File: config.mk
export PLATFORM = sky130hd
export DESIGN_NAME = multicycle_control
export DESIGN_NICKNAME = d
export VERILOG_FILES = /design/src/rtl/multicycle_control_pkg.sv /design/src/rtl/multicycle_control_opcode_dispatch.sv /design/src/rtl/multicycle_control.sv
export SDC_FILE = /design/constraint.sdc
export NUM_CORES = 1
export LEC_CHECK = 0
export CAP_MARGIN = 40
export CORE_MARGIN = 2
export CORE_UTILIZATION = 33
export CTS_CLUSTER_DIAMETER = 200
export DETAILED_ROUTE_END_ITERATION = 10
export GPL_TIMING_DRIVEN = 0
export PLACE_DENSITY = 0.82
export SYNTH_ARGS = -nofsm -noshare
export SYNTH_HDL_FRONTEND = slang
export SYNTH_SLANG_ARGS = --single-unit
File: constraint.sdc
create_clock -name clock -period 1.32 [get_ports clock]
set_clock_uncertainty 0.15 [all_clocks]
set_input_delay 0.132 -clock clock [delete_from_list [all_inputs] [get_ports clock]]
set_output_delay 0.132 -clock clock [all_outputs]
set_load 0.005 [all_outputs]
File: src/rtl/multicycle_control_pkg.sv
// multicycle_control_pkg: state encodings, opcode constants and alu_op codes for the multicycle MIPS control FSM
package multicycle_control_pkg;
  typedef enum logic [3:0] {
    FETCH    = 4'd0,
    DECODE   = 4'd1,
    MEMADDR  = 4'd2,
    MEMREAD  = 4'd3,
    MEMWB    = 4'd4,
    MEMWRITE = 4'd5,
    EXECUTE  = 4'd6,
    ALUWB    = 4'd7,
    BRANCH   = 4'd8,
    JUMP     = 4'd9,
    ADDIEX   = 4'd10,
    ADDIWB   = 4'd11
  } state_t;
  localparam logic [5:0] OP_RTYPE = 6'h00;
  localparam logic [5:0] OP_J     = 6'h02;
  localparam logic [5:0] OP_BEQ   = 6'h04;
  localparam logic [5:0] OP_ADDI  = 6'h08;
  localparam logic [5:0] OP_LW    = 6'h23;
  localparam logic [5:0] OP_SW    = 6'h2B;
  localparam logic [1:0] ALU_ADD   = 2'b00;
  localparam logic [1:0] ALU_SUB   = 2'b01;
  localparam logic [1:0] ALU_FUNCT = 2'b10;
endpackage

File: src/rtl/multicycle_control_opcode_dispatch.sv
// opcode_dispatch: combinational DECODE next-state lookup; ADDI_SUPPORT_EN enables the addi path
module opcode_dispatch
  import multicycle_control_pkg::*;
#(
  parameter int OPCODE_W = 6
) (
  input  logic [OPCODE_W-1:0] opcode,
  output state_t              target
);
  always_comb begin
    target = FETCH;
    if (opcode == OPCODE_W'(OP_RTYPE)) target = EXECUTE;
    if (opcode == OPCODE_W'(OP_LW) || opcode == OPCODE_W'(OP_SW)) target = MEMADDR;
    if (opcode == OPCODE_W'(OP_BEQ)) target = BRANCH;
    if (opcode == OPCODE_W'(OP_J)) target = JUMP;
`ifdef ADDI_SUPPORT_EN
    if (opcode == OPCODE_W'(OP_ADDI)) target = ADDIEX;
`endif
  end
endmodule

File: src/rtl/multicycle_control.sv
// multicycle_control: multicycle MIPS control FSM with Moore-decoded datapath controls
// ADDI_SUPPORT_EN adds the ADDIEX/ADDIWB path for opcode 0x08.
module multicycle_control
  import multicycle_control_pkg::*;
#(
  parameter int OPCODE_W = 6,
  parameter int STATE_W  = 4
) (
  input  logic                clock,
  input  logic                reset,
  input  logic [OPCODE_W-1:0] opcode,
  input  logic                mem_ready,
  output logic                pc_write,
  output logic                pc_write_cond,
  output logic                i_or_d,
  output logic                mem_read,
  output logic                mem_write,
  output logic                ir_write,
  output logic                mem_to_reg,
  output logic                reg_dst,
  output logic                reg_write,
  output logic                alu_src_a,
  output logic [1:0]          alu_src_b,
  output logic [1:0]          alu_op,
  output logic [1:0]          pc_source,
  output logic [STATE_W-1:0]  state
);
  state_t st, disp;
  logic ex, wb;
  opcode_dispatch #(.OPCODE_W(OPCODE_W)) u_dispatch (.opcode(opcode), .target(disp));
  always_ff @(posedge clock) begin
    if (reset) st <= FETCH;
    else begin
      case (st)
        FETCH:    st <= mem_ready ? DECODE : FETCH;
        DECODE:   st <= disp;
        MEMADDR:  st <= opcode == OPCODE_W'(OP_LW) ? MEMREAD : opcode == OPCODE_W'(OP_SW) ? MEMWRITE : FETCH;
        MEMREAD:  st <= mem_ready ? MEMWB : MEMREAD;
        MEMWRITE: st <= mem_ready ? FETCH : MEMWRITE;
        EXECUTE:  st <= ALUWB;
`ifdef ADDI_SUPPORT_EN
        ADDIEX:   st <= ADDIWB;
`endif
        default:  st <= FETCH;
      endcase
    end
  end
  // write strobes are gated by reset so an abandoned instruction cannot write
  always_comb begin
    ex = 1'b0;
    wb = 1'b0;
`ifdef ADDI_SUPPORT_EN
    ex = st == ADDIEX;
    wb = st == ADDIWB;
`endif
    pc_write      = !reset && ((st == FETCH && mem_ready) || st == JUMP);
    ir_write      = !reset && st == FETCH && mem_ready;
    mem_read      = !reset && (st == FETCH || st == MEMREAD);
    mem_write     = !reset && st == MEMWRITE;
    reg_write     = !reset && (st == MEMWB || st == ALUWB || wb);
    pc_write_cond = !reset && st == BRANCH;
    i_or_d        = st == MEMREAD || st == MEMWRITE;
    mem_to_reg    = st == MEMWB;
    reg_dst       = st == ALUWB;
    alu_src_a     = st == MEMADDR || st == EXECUTE || st == BRANCH || ex;
    alu_src_b     = st == FETCH ? 2'b01 : st == DECODE ? 2'b11 : (st == MEMADDR || ex) ? 2'b10 : 2'b00;
    alu_op        = st == EXECUTE ? ALU_FUNCT : st == BRANCH ? ALU_SUB : ALU_ADD;
    pc_source     = st == BRANCH ? 2'b01 : st == JUMP ? 2'b10 : 2'b00;
    state         = STATE_W'(st);
  end
endmodule
==> impl_metrics.toml, run 1 <==
[global_route]
grtUsageTotal_pct = 26.7
grt_pass1_vias = 748
gr-total-overflow = 0
grt_max_degree = 11
antenna_found_initial = 0
grt_pass1_wl_um = 3710

[detailed_routing]
num_vias = 873
first_pass_iters = 4
wl_per_cell_um = 21.1
finalWirelength_um = 3200
viasPerCell = 5.74
drt_iter0_markers = 21
drc_errors = 0
ant_nets = 0

[layout]
fin_cells = 152
diodes = 0
final.fill_count = 52
largest_reg_flops = 4
multi_input_area_um2 = 588
syn_to_final_growth_pct = 168
register_area_um2 = 92.6
layout-drive-gt1-share_pct = 71.3
nNetsFinal = 147

[timing]
min_period_ps = 1680
setup_slack_ps = -361
whs_ps = 255
max_slew_margin_pct = 78.4
hold_viol = 0
rsz0062_at_grt = "true"
slew_viol_final = 0
worst_slew_pin_slew_ps = 323
fmax_mhz = 595
fin_crit_sh_pct = 127
setup_viol = 19

[clocking]
cts_root_buffer = "clkbuf_4"
tritoncts = "yes"
cts_sinks = 4
hold_buffers = 0
worst_skew_pair.late_latency_ps = 240
cts_max_path_buffers = 2
cts_buffers = 3
path_clk_slew_ps = 40
htreeDepth = 1

[power_and_ir_drop]
max-vdd-ir-drop_mv = 0.383
netSwitchingPower_mw = 0.156
clkPwrFrac_pct = 33.1
intPower_mw = 0.328
cellPowerDensity_nw_per_um2 = 356
p_comb_share_pct = 41.2
switching_share_pct = 32.2
p_leak_nw = 0.598
seq_power_share_pct = 25.7

[critical_path]
crit_start = "state[0]"
crit_cells = 5
arrival_ps = 1400
r2r_start = "state[1]"
path_cells = "buf_6 -> nor3b_2 -> a21oi_1 -> nor4_1 -> buf_2"
critPathMaxStageDelay_ps = 360
cp_max_fo = 6
endpoint = "pc_write"
crit_family = "simple AND/OR/NAND/NOR gates"
r2r_slack_ps = -300
cp-end-kind = "output pin"
path_class = "reg -> out"
crit_required_ps = 1040
path_buf_inv = 2
crit_path_start_kind = "flip-flop"
rr_worst_depth = 7
cpMaxStageDelayCell = "dfxtp_4"
r2r-end = "state[0]"

[die]
die_w_um = 43.2
ios = 29
std_cell_rows = 14
die_area_um2 = 1860
initial_utilization_pct = 34.4
die_h_um = 43.2
core_area_um2 = 1470

[placement]
place_inst = 115
place_ws_ps = -764
port_buffers = 27
gp_congestion = 0.843
dpl.hpwl_um = 1190

[logic_synthesis]
yosysWarnings = 0
syn_inst = 72
synth_top_cell_by_area = "dfxtp_1"
synth.yosys.seq_area_share_pct = 15.8
synth_area_leaders = "dfxtp_1, nor3_1, nand2b_1"
ys_ff_latch = 4
synth_area_per_cell_um2 = 7.04
ys_types = 31
syn_nets = 81
synth.top_cell.area_share_pct = 15.8
synth_area_um2 = 507

[outcome]
violations = "setup timing"
status = "finished, violations left"

[worst_hold_path]
hold_class = "in -> reg"
hold_path_depth = 3

[flow_run]
cap_violations = 0
## logic make-up (layout without fill, tap and decap cells)
logic type | after synthesis | after routing | share of synthesized area [%]
and+or+nand+nor | 43 | 43 | 50.6
AOI/OAI and AO/OA | 14 | 14 | 19.3
buffers and inverters | 8 | 72 | 9.13
DFF | 4 | 4 | 15.8
xor gates and xnor gates | 3 | 3 | 5.19
## layer usage
| layer | part of all wire, % | GRT usage [%] |
|---|---|---|
| met5 | 0 | 0 |
| met1 | 40 | 34.1 |
| met2 | 52 | 41.5 |
| met4 | 2.7 | 9.09 |
| met3 | 4.8 | 8.94 |
## through the flow
stage                     setup TNS, ps  instance area, um2  utilization, %  total power [mW]
after floorplan                   -1.65                 526               -             0.193
after global placement            -8110                 816            55.4             0.251
after detailed placement          -8480                 816            55.4             0.252
after CTS                         -3850                1120            76.3             0.443
after global routing              -5770                1360            92.3             0.512
final                             -4880                1360            92.3             0.484
## layout make-up
type	count	area share [%]
Multi-Input combinational cell	60	43.3
Inverter	1	0.276
Buffer	6	6.35
Clock buffer	3	1.66
Tap cell	16	1.47
Timing Repair Buffer	62	40.1
Sequential cell	4	6.81
## synthesized netlist by cell type (all sizes together)
library cell  instances
o21ai                 4
nor3                 12
nand3b                2
a21o                  1
or4b                  1
nand4b                1
nand2                 2
nor2                  6
a2111oi               1
a211o                 1
nor4                  4
a21oi                 3
and3b                 2
o21a                  1
nand3                 1
nand2b                6
or3                   1
nor2b                 2
buf                   6
nor3b                 3
a211oi                1
o32a                  1
xnor2                 3
dfxtp                 4
a31oi                 1
clkbuf                1
inv                   1
## worst min path at each step
stage                          from  endpoint  slack, ps
after floorplan           opcode[4]  state[1]        170
after global placement        reset  state[0]        420
after detailed placement      reset  state[0]        440
after CTS                     reset  state[0]        210
after global routing          reset  state[0]        260
final                         reset  state[0]        250
## timing repair
action,in CTS,in global routing
cloned,1,0
buffers inserted,19,16
setup endpoints to repair,23,20
gates resized for setup,113,30
pin swaps,15,21
## worst reg2reg max path, cell delays in order, from the launching register on
cell     delay, ps
dfxtp_2        320
buf_8          140
buf_6          120
buf_6          110
xnor2_2        140
a211o_1        330
nor2_2         130
a21o_1         120
## power groups by stage
stage | Clock, mW | Combinational [mW] | Sequential (mW)
2_1_floorplan | 0 | 0.0648 | 0.128
3_3_place_gp | 0 | 0.123 | 0.128
3_5_place_dp | 0 | 0.125 | 0.128
4_1_cts | 0.159 | 0.162 | 0.122
5_1_grt | 0.181 | 0.207 | 0.124
6_report | 0.160 | 0.200 | 0.124
## cells in the final DEF (no fill, tap or decap), types with 3 or more instances in the layout
cell and n:
buf_2 17, buf_4 14, buf_6 19, buf_8 3
clkbuf_4 3, clkdlybuf4s50_1 6, dfxtp_4 3, dlygate4sd2_1 5
nand2b_4 4, nor2_1 3, nor3_2 8, nor3_4 3
nor3b_2 3
(Power assumes the default switching activity.)
==> inputs of run 2 (changes only) <==
TNS_END_PERCENT = 30   (was unset)
==> run 2 against run 1 <==
Net effect:
- the run still ends with setup timing left
- via count down 8.5%
- critical endpoint is now state[1]
- register-to-register slack got worse by 70 ps
- final area down 16%
- largest cell class is now multi-input gates
- worst setup slack got worse by 11 ps
- wire length fell by 15%
==> impl_metrics.toml, run 2 (synthesized netlist as in run 1, its figures left out) <==
[outcome]
status = "finished, violations left"
violations = "setup timing"

[critical_path]
rr_worst_depth = 6
path_class = "reg -> reg"
crit_required_ps = 1330
cp_max_fo = 3
arrival_ps = 1700
cpMostUsedCell = "buf_4"
critPathMaxStageDelay_ps = 350
cp-end-kind = "flip-flop"
path_cells = "buf_4 -> buf_4 -> nor3_2 -> nand3b_1 -> o32a_1 -> a21oi_2"
crit_path_start_kind = "flip-flop"
cpMaxStageDelayCell = "dfxtp_4"

[clocking]
worst_skew_pair.late_latency_ps = 240
htreeDepth = 1
cts_sinks = 4
path_clk_slew_ps = 40
tritoncts = "yes"
cts_buffers = 3
cts_max_path_buffers = 2
hold_buffers = 0
cts_root_buffer = "clkbuf_4"

[detailed_routing]
finalWirelength_um = 2710
ant_nets = 0
wl_per_cell_um = 19.6
num_vias = 799
drc_errors = 0
viasPerCell = 5.79
drt_iter0_markers = 18
first_pass_iters = 4

[global_route]
grtUsageTotal_pct = 25.8
grt_pass1_vias = 786
grt_max_degree = 11
antenna_found_initial = 0
grt_pass1_wl_um = 3630
gr-total-overflow = 0

[timing]
rsz0062_at_grt = "true"
worst_slew_pin_slew_ps = 383
max_slew_margin_pct = 74.2
setup_slack_ps = -371
finalSetupTns_ps = -4930
fmax_mhz = 591
min_period_ps = 1690
slew_viol_final = 0
setup_viol = 19
fin_crit_sh_pct = 128
hold_viol = 0

[power_and_ir_drop]
p_comb_share_pct = 38.5
finalPower_mw = 0.458
cellPowerDensity_nw_per_um2 = 403
clkPwrFrac_pct = 34.8
netSwitchingPower_mw = 0.142
max-vdd-ir-drop_mv = 0.380
intPower_mw = 0.316
p_leak_nw = 0.497
seq_power_share_pct = 26.8
switching_share_pct = 31.0

[placement]
place_ws_ps = -764
port_buffers = 27
dpl.hpwl_um = 1190
gp_congestion = 0.843

[layout]
largest_reg_flops = 4
diodes = 0
layout_common_cells = "buf_2, buf_4, nor3_2"
fin_util_pct = 77.2
syn_to_final_growth_pct = 124
nNetsFinal = 133
layout-drive-gt1-share_pct = 68.0

[flow_run]
cap_violations = 0

[worst_hold_path]
hold_class = "in -> reg"
hold_path_depth = 3

[die]
std_cell_rows = 14
initial_utilization_pct = 34.4
die_w_um = 43.2
core_area_um2 = 1470
die_area_um2 = 1860
die_h_um = 43.2
ios = 29
==> run 2: changes by cell type in the layout (fill, tap and decap cells not counted), moves of 2 or more <==
cell / previous run / this run
nand2_2: 0 / 2
nor3_4: 3 / 0
buf_6: 19 / 5
nor3_2: 8 / 10
buf_4: 14 / 16
==> run 2: timing repair <==
| item | in CTS | in global routing |
|---|---|---|
| gates resized for setup | 98 | 23 |
| setup endpoints to repair | 23 | 19 |
| buffers inserted | 14 | 7 |
| pin swaps | 8 | 13 |
| gates cloned | 0 | 0 |
==> run 2: worst paths after layout <==
check	slack (ps)	startpoint	end
max	-370	state[3]	state[1]
min	230	reset	state[0]
max reg2reg	-370	state[3]	state[1]
min reg2reg	600	state[2]	state[3]
==> run 2: through the flow <==
| step | hold WS [ps] | area [um2] | instances |
|---|---|---|---|
| 2_1_floorplan | 172 | 526 | 72 |
| 3_3_place_gp | 424 | 816 | 115 |
| 3_5_place_dp | 435 | 816 | 115 |
| 4_1_cts | 211 | 1040 | 132 |
| 5_1_grt | 257 | 1140 | 138 |
| 6_report | 226 | 1140 | 138 |
==> run 2: power by group through the flow <==
stage / Sequential, mW / Clock [mW] / Combinational (mW)
final: 0.123 / 0.159 / 0.176
after global routing: 0.123 / 0.179 / 0.185
after CTS: 0.122 / 0.159 / 0.148
after detailed placement: 0.128 / 0 / 0.125
after global placement: 0.128 / 0 / 0.123
after floorplan: 0.128 / 0 / 0.0648
==> run 2: final cells by class <==
class / count / area, um2
clock buffers: 3 / 22.5
repair buffers: 48 / 375
inverters: 1 / 3.75
fillers: 106 / 335
multi-input cells: 60 / 539
well taps: 16 / 20.0
flip-flops and latches: 4 / 92.6
plain buffers: 6 / 82.6
==> run 2: critical path: cells and delay by family, from the launching register on <==
family          cells  cell delay (ps)
buf+inv             2              280
simple gates        2              330
flops               1              350
compound gates      2              500
==> run 2: routing by layer <==
| metal | up-vias | GRT usage [%] | wire length, um |
|---|---|---|---|
| met2 | 27 | 42.7 | 1410 |
| met3 | 12 | 7.23 | 90 |
| met5 | - | 0 | 0 |
| li1 | 367 | - | - |
| met4 | 0 | 12.1 | 108 |
| met1 | 393 | 30.1 | 1100 |
==> inputs of run 3 (changes only) <==
CAP_MARGIN = 5   (was 40)
==> results of run 3 <==
No change in the layout: final DEF, timing and power equal those of run 2.
